===== config.mk =====
export PLATFORM = sky130hd
export DESIGN_NAME = compact_ga_controller
export DESIGN_NICKNAME = d
export VERILOG_FILES = /design/src/rtl/compact_ga_controller.sv
export SDC_FILE = /design/constraint.sdc
export NUM_CORES = 1
export LEC_CHECK = 0
export BUFFER_PORTS_ARGS = -buffer_cell sky130_fd_sc_hd__buf_2
export CAP_MARGIN = 0
export CORE_AREA = 2 2 157 159
export DETAILED_ROUTE_END_ITERATION = 12
export DIE_AREA = 0 0 159 161
export GPL_ROUTABILITY_DRIVEN = 0
export PLACE_DENSITY = 0.85
export SLEW_MARGIN = 20
export SYNTH_ARGS = -nofsm -noshare
export SYNTH_HDL_FRONTEND = slang
export SYNTH_SLANG_ARGS = --single-unit

===== constraint.sdc =====
create_clock -name clk -period 5.04 [get_ports clk]
set_clock_uncertainty 0.1 [all_clocks]
set_input_delay 0.252 -clock clk [delete_from_list [all_inputs] [get_ports clk]]
set_output_delay 0.252 -clock clk [all_outputs]
set_load 0.005 [all_outputs]

===== src/rtl/compact_ga_controller.sv =====
// compact_ga_controller
//   Sequencer for a compact-GA probability-vector population. Each generation
//   it samples two individuals from the population, sends each to an external
//   fitness evaluator, picks the winner and issues one population update.
//   It tracks the generation count and the best individual so far. A run stops
//   when the target fitness is reached or the generation limit is hit.
//
// Ports
//   clk, rst                  clock (rising edge), asynchronous active-low reset
//   start, abort              run control; abort wins over start and everything else
//   max_gens, target_fit,
//   tax_in                    run settings, latched when a run starts (max_gens 0 = unbounded)
//   pop_ce, pop_we            population sample / update strobes (never high together)
//   pop_winner, pop_tax       update payload; pop_tax is the latched tax
//   pop_individual            population sample, valid the cycle after pop_ce
//   eval_valid/eval_ready,
//   eval_data                 evaluation request channel
//   fit_valid, fit_value      evaluation result strobe
//   busy, done                run status (done is a level)
//   best_individual,
//   best_fitness, gen_count   run results
//   state_dbg                 current FSM state encoding
//
// Handshake: eval_valid rises with eval_data already stable, and both hold until
// the cycle in which eval_ready is also high; that cycle is the transfer. A
// fit_valid in the transfer cycle itself is not taken; the first result accepted
// is one cycle later, and results arriving at any other time are ignored.

module compact_ga_controller #(
   parameter int Width    = 32,
   parameter int FitWidth = 16,
   parameter int TaxWidth = 4,
   parameter int GenWidth = 16
) (
   input  logic                clk,
   input  logic                rst,
   input  logic                start,
   input  logic                abort,
   input  logic [GenWidth-1:0] max_gens,
   input  logic [FitWidth-1:0] target_fit,
   input  logic [TaxWidth-1:0] tax_in,
   output logic                pop_ce,
   output logic                pop_we,
   output logic [Width-1:0]    pop_winner,
   output logic [TaxWidth-1:0] pop_tax,
   input  logic [Width-1:0]    pop_individual,
   output logic                eval_valid,
   input  logic                eval_ready,
   output logic [Width-1:0]    eval_data,
   input  logic                fit_valid,
   input  logic [FitWidth-1:0] fit_value,
   output logic                busy,
   output logic                done,
   output logic [Width-1:0]    best_individual,
   output logic [FitWidth-1:0] best_fitness,
   output logic [GenWidth-1:0] gen_count,
   output logic [3:0]          state_dbg
);

   typedef enum logic [3:0] {
      S_IDLE  = 4'd0,
      S_GEN_A = 4'd1,
      S_CAP_A = 4'd2,
      S_REQ_A = 4'd3,
      S_RES_A = 4'd4,
      S_GEN_B = 4'd5,
      S_CAP_B = 4'd6,
      S_REQ_B = 4'd7,
      S_RES_B = 4'd8,
      S_CMP   = 4'd9,
      S_UPD   = 4'd10,
      S_DONE  = 4'd11
   } state_t;

   state_t              state;
   state_t              state_nxt;
   logic [Width-1:0]    ind_a;
   logic [Width-1:0]    ind_b;
   logic [FitWidth-1:0] fit_a;
   logic [FitWidth-1:0] fit_b;
   logic [FitWidth-1:0] target_q;
   logic [GenWidth-1:0] max_q;
   logic [GenWidth-1:0] gen_inc;
   logic [Width-1:0]    win_ind;
   logic [FitWidth-1:0] win_fit;
   logic                a_wins;
   logic                stop_run;
   logic                launch;

   assign state_dbg = state;

   // Ties go to A.
   assign a_wins  = (fit_a >= fit_b);
   assign win_ind = a_wins ? ind_a : ind_b;
   assign win_fit = a_wins ? fit_a : fit_b;

   // Saturating increment; the stop test looks at the post-update count.
   assign gen_inc  = (gen_count == {GenWidth{1'b1}}) ? gen_count : gen_count + GenWidth'(1);
   // best_fitness already includes this generation's winner when in UPD.
   assign stop_run = (best_fitness >= target_q) ||
                     ((max_q != '0) && (gen_inc == max_q));

   assign launch = start && !abort;

   always_comb begin
      state_nxt = state;
      if (abort) begin
         state_nxt = S_IDLE;
      end else begin
         case (state)
            S_IDLE:  if (start) state_nxt = S_GEN_A;
            S_GEN_A: state_nxt = S_CAP_A;
            S_CAP_A: state_nxt = S_REQ_A;
            S_REQ_A: if (eval_ready) state_nxt = S_RES_A;
            S_RES_A: if (fit_valid) state_nxt = S_GEN_B;
            S_GEN_B: state_nxt = S_CAP_B;
            S_CAP_B: state_nxt = S_REQ_B;
            S_REQ_B: if (eval_ready) state_nxt = S_RES_B;
            S_RES_B: if (fit_valid) state_nxt = S_CMP;
            S_CMP:   state_nxt = S_UPD;
            S_UPD:   state_nxt = stop_run ? S_DONE : S_GEN_A;
            S_DONE:  if (start) state_nxt = S_GEN_A;
            default: state_nxt = S_IDLE;
         endcase
      end
   end

   // Strobes and status are registered from the next state so they line up
   // exactly with the state they belong to.
   always_ff @(posedge clk or negedge rst) begin
      if (!rst) begin
         state           <= S_IDLE;
         pop_ce          <= 1'b0;
         pop_we          <= 1'b0;
         pop_winner      <= '0;
         pop_tax         <= '0;
         eval_valid      <= 1'b0;
         eval_data       <= '0;
         busy            <= 1'b0;
         done            <= 1'b0;
         best_individual <= '0;
         best_fitness    <= '0;
         gen_count       <= '0;
         ind_a           <= '0;
         ind_b           <= '0;
         fit_a           <= '0;
         fit_b           <= '0;
         target_q        <= '0;
         max_q           <= '0;
      end else begin
         state      <= state_nxt;
         pop_ce     <= (state_nxt == S_GEN_A) || (state_nxt == S_GEN_B);
         pop_we     <= (state_nxt == S_UPD);
         eval_valid <= (state_nxt == S_REQ_A) || (state_nxt == S_REQ_B);
         busy       <= (state_nxt != S_IDLE) && (state_nxt != S_DONE);
         done       <= (state_nxt == S_DONE);

         if (launch && ((state == S_IDLE) || (state == S_DONE))) begin
            max_q           <= max_gens;
            target_q        <= target_fit;
            pop_tax         <= tax_in;
            gen_count       <= '0;
            best_individual <= '0;
            best_fitness    <= '0;
         end

         // Capture the sample and present it on the request bus on the same
         // edge, so eval_data is stable for the whole request phase.
         if ((state == S_CAP_A) && (state_nxt == S_REQ_A)) begin
            ind_a     <= pop_individual;
            eval_data <= pop_individual;
         end
         if ((state == S_CAP_B) && (state_nxt == S_REQ_B)) begin
            ind_b     <= pop_individual;
            eval_data <= pop_individual;
         end

         if ((state == S_RES_A) && (state_nxt == S_GEN_B)) fit_a <= fit_value;
         if ((state == S_RES_B) && (state_nxt == S_CMP))   fit_b <= fit_value;

         if ((state == S_CMP) && (state_nxt == S_UPD)) begin
            // The first generation of a run always seeds best_*.
            if ((win_fit > best_fitness) || (gen_count == '0)) begin
               best_individual <= win_ind;
               best_fitness    <= win_fit;
            end
            pop_winner <= win_ind;
         end

         if (state == S_UPD) gen_count <= gen_inc;
      end
   end

endmodule

==> summary.txt <==
Run status
  – Status: complete, no violations

Power
  – Total power: 0.00663 W
  – Maximum VDD drop: 0.389 mV
  – Total leakage power: 8.36 nW
  – Pwr Density: 408 nW/um2

Timing
  – Setup tns final: 0 ps
  – Slew headroom: 0.372
  – Final hold vios: 0
  – Endpoints failing setup: 0
  – Achievable frequency: 0.227 GHz
  – Slew @ Worst Pin: 939 ps
  – Slew Viols, Final: 0
  – Tcrit/Tclk final: 0.874
  – Unrepaired setup endpoints after global routing: no
  – Min Clock Period, post-route: 4400 ps

Cells and area
  – Share of layout cells above drive strength 1: 0.306
  – Fillers: 1753
  – Final nets: 1599
  – Finished layout cell area: 16300 um2
  – P&R area growth vs syn: 25.0%
  – Area of the multi-input gates: 5780 um2
  – Most frequent cells in the layout: 269 x dfrtp_1, 229 x buf_2, 150 x mux2_2
  – # diodes: 0
  – Most common cell after layout, fill and taps aside: dfrtp_1
  – Register area: 6730 um2

Setup path
  – R2r startpoint: fit_a[0]
  – CP Capture Type: flop
  – WP data arrival: 4780 ps
  – Critical setup path kind: flop to flop
  – Startpoint types: flop
  – CP Launch Point: fit_a[0]
  – Crit path max fanout: 33
  – CP Data Required Time: 5420 ps
  – Reg2reg path depth: 19

GRT
  – Largest net degree at the start of global routing: 115
  – Initial antenna violation count: 0
  – Vias in the first global route: 10.8k
  – Total track usage: 0.267
  – GR Overflow Total: 0
  – First-pass GRT wire length: 55800 um

Synth
  – Syn nets: 1308
  – Syn_area_per_cell: 11.1 um2
  – Cells after synthesis: 1168
  – Share of the yosys chip area belonging to registers: 0.518
  – Main flop type after synthesis: dfrtp_1
  – Yosys Warn Count: 0
  – #FFs+latches synth: 269
  – Ys async rst share: 1.00
  – Post-synth top area cell: dfrtp_1
  – Synth Cell Area: 13000 um2
  – Synth area leaders: dfrtp_1 52%, mux2_2 13%, mux2i_1 5.1%
  – Yosys top cell area share: 0.518
  – Number of flops mapped to enable cells by yosys: 0
  – Yosys cell types: 72

Flow run
  – Max-cap violations: 0

Die
  – Chip width: 159 um
  – Num rows: 57
  – Io pins: 231
  – Die H: 161 um
  – DIE AREA: 25600 um2
  – Core footprint: 24000 um2
  – Initial core utilization: 0.543

Clock network
  – CTS tree: built
  – Post-CTS sizing: 0
  – Clock Sinks: 269
  – Maximum clock path buffer count: 3
  – CTS Buf Count: 29
  – Clock-pin slew on the worst setup and hold paths: 60 ps
  – # H-tree levels: 1
  – Clk root buf: clkbuf_16
  – Clock Latency Late Sink: 560 ps

Routing
  – Drt wl/cell: 18.9 um
  – DR iter-0 viols: 666
  – DR DRC count: 0
  – Vias per cell: 5.62
  – WL final: 34100 um
  – DR pass1 iterations: 5
  – Antenna Nets Post-Route: 0
  – Via count: 10.1k

Placed design
  – Dpl cell area: 14400 um2
  – I/O Buffers: 230
  – Dpl hpwl: 21500 um

Hold path
  – Hold Crit Class: input pin to async pin
[cell usage after synthesis (8+ instances only)]
cell,instances
nand2_1,142
nand4_1,12
clkbuf_1,23
nor3_1,20
a21oi_1,55
nor4_1,11
xor2_1,9
buf_2,28
a31oi_1,8
mux2_1,9
nor2b_1,8
nor2_1,77
dfrtp_1,269
inv_1,62
mux2_2,150
mux2i_1,66
o21ai_0,44
ha_1,50
nand3_1,16
[area by class of cell]
class / count / area share
inverter: 62 / 0.0143
tap: 324 / 0.0249
clock inverter: 12 / 0.0111
clock buffer: 41 / 0.0505
multi-input combinational: 773 / 0.355
timing repair buffer: 324 / 0.130
sequential: 269 / 0.414
[final timing paths]
kind                                       endpoint  slack [ps]
worst max-delay path            best_individual[14]         640
worst min-delay path                       fit_a[9]         180
worst max register to register  best_individual[14]         640
worst min register to register            ind_a[24]         400
max in group asynchronous             eval_data[20]        3360
min in group clk                         eval_valid         180
[per-layer routing]
| metal | GRT usage | share of wire |
|---|---|---|
| met5 | 0 | 0 |
| met4 | 0.107 | 0.041 |
| met3 | 0.0611 | 0.070 |
| met2 | 0.454 | 0.49 |
| met1 | 0.332 | 0.40 |
[flip-flops by register name (all words and copies together) (netlist names)]
signal           cells
ind_b               32
pop_we               1
fit_a               16
ind_a               32
eval_valid           1
max_q               16
pop_winner          32
done                 1
best_individual     32
fit_b               16
state_dbg            4
gen_count           16
pop_ce               1
target_q            16
eval_data           32
busy                 1
best_fitness        16
pop_tax              4
[per-stage QoR]
step / instances / hold slack, ps / worst slack [ps] / util
after floorplan: 1168 / -144 / 858 / -
after global placement: 1666 / 201 / 789 / 0.600
after detailed placement: 1666 / 217 / 665 / 0.600
after CTS: 1805 / 157 / 635 / 0.678
after global routing: 1805 / 212 / 281 / 0.678
final: 1805 / 179 / 636 / 0.678
[cells by family after synthesis]
family | after synthesis | share of synthesized area
xor+xnor | 15 | 0.0101
fa+ha+maj | 50 | 0.0481
buf+inv | 126 | 0.0419
flops | 269 | 0.518
compound gates | 161 | 0.0786
simple gates | 322 | 0.115
mux | 225 | 0.189
[timing repair]
| action | CTS | global route |
|---|---|---|
| hold endpoints to repair | 259 | 0 |
| setup endpoints to repair | 0 | 0 |
| hold buffers | 86 | 0 |
| setup buffers | 0 | 0 |
[power breakdown]
| group | switching (W) | internal [W] | leakage (nW) |
|---|---|---|---|
| registers | 0.000241 | 0.00252 | 3.59 |
| clock network | 0.000893 | 0.00134 | 0.488 |
| logic | 0.000839 | 0.000796 | 4.28 |
| total | 0.00197 | 0.00466 | 8.36 |
[critical path: stages, from the launching register on]
cell and delay, ps:
dfrtp_1 360, inv_1 50, ha_1 270, nand2b_1 100, a21o_1 110, a21o_1 100, a21oi_1 70, o311ai_0 420
a31o_4 410, mux2_2 390, ha_1 290, a211oi_1 240, nor2_1 70, nor3_1 130, nor2_1 70, a31oi_1 160
o21ai_0 160, nand3_4 240, buf_12 310, mux2i_1 250
No activity file was read; power rests on OpenSTA's default activity.
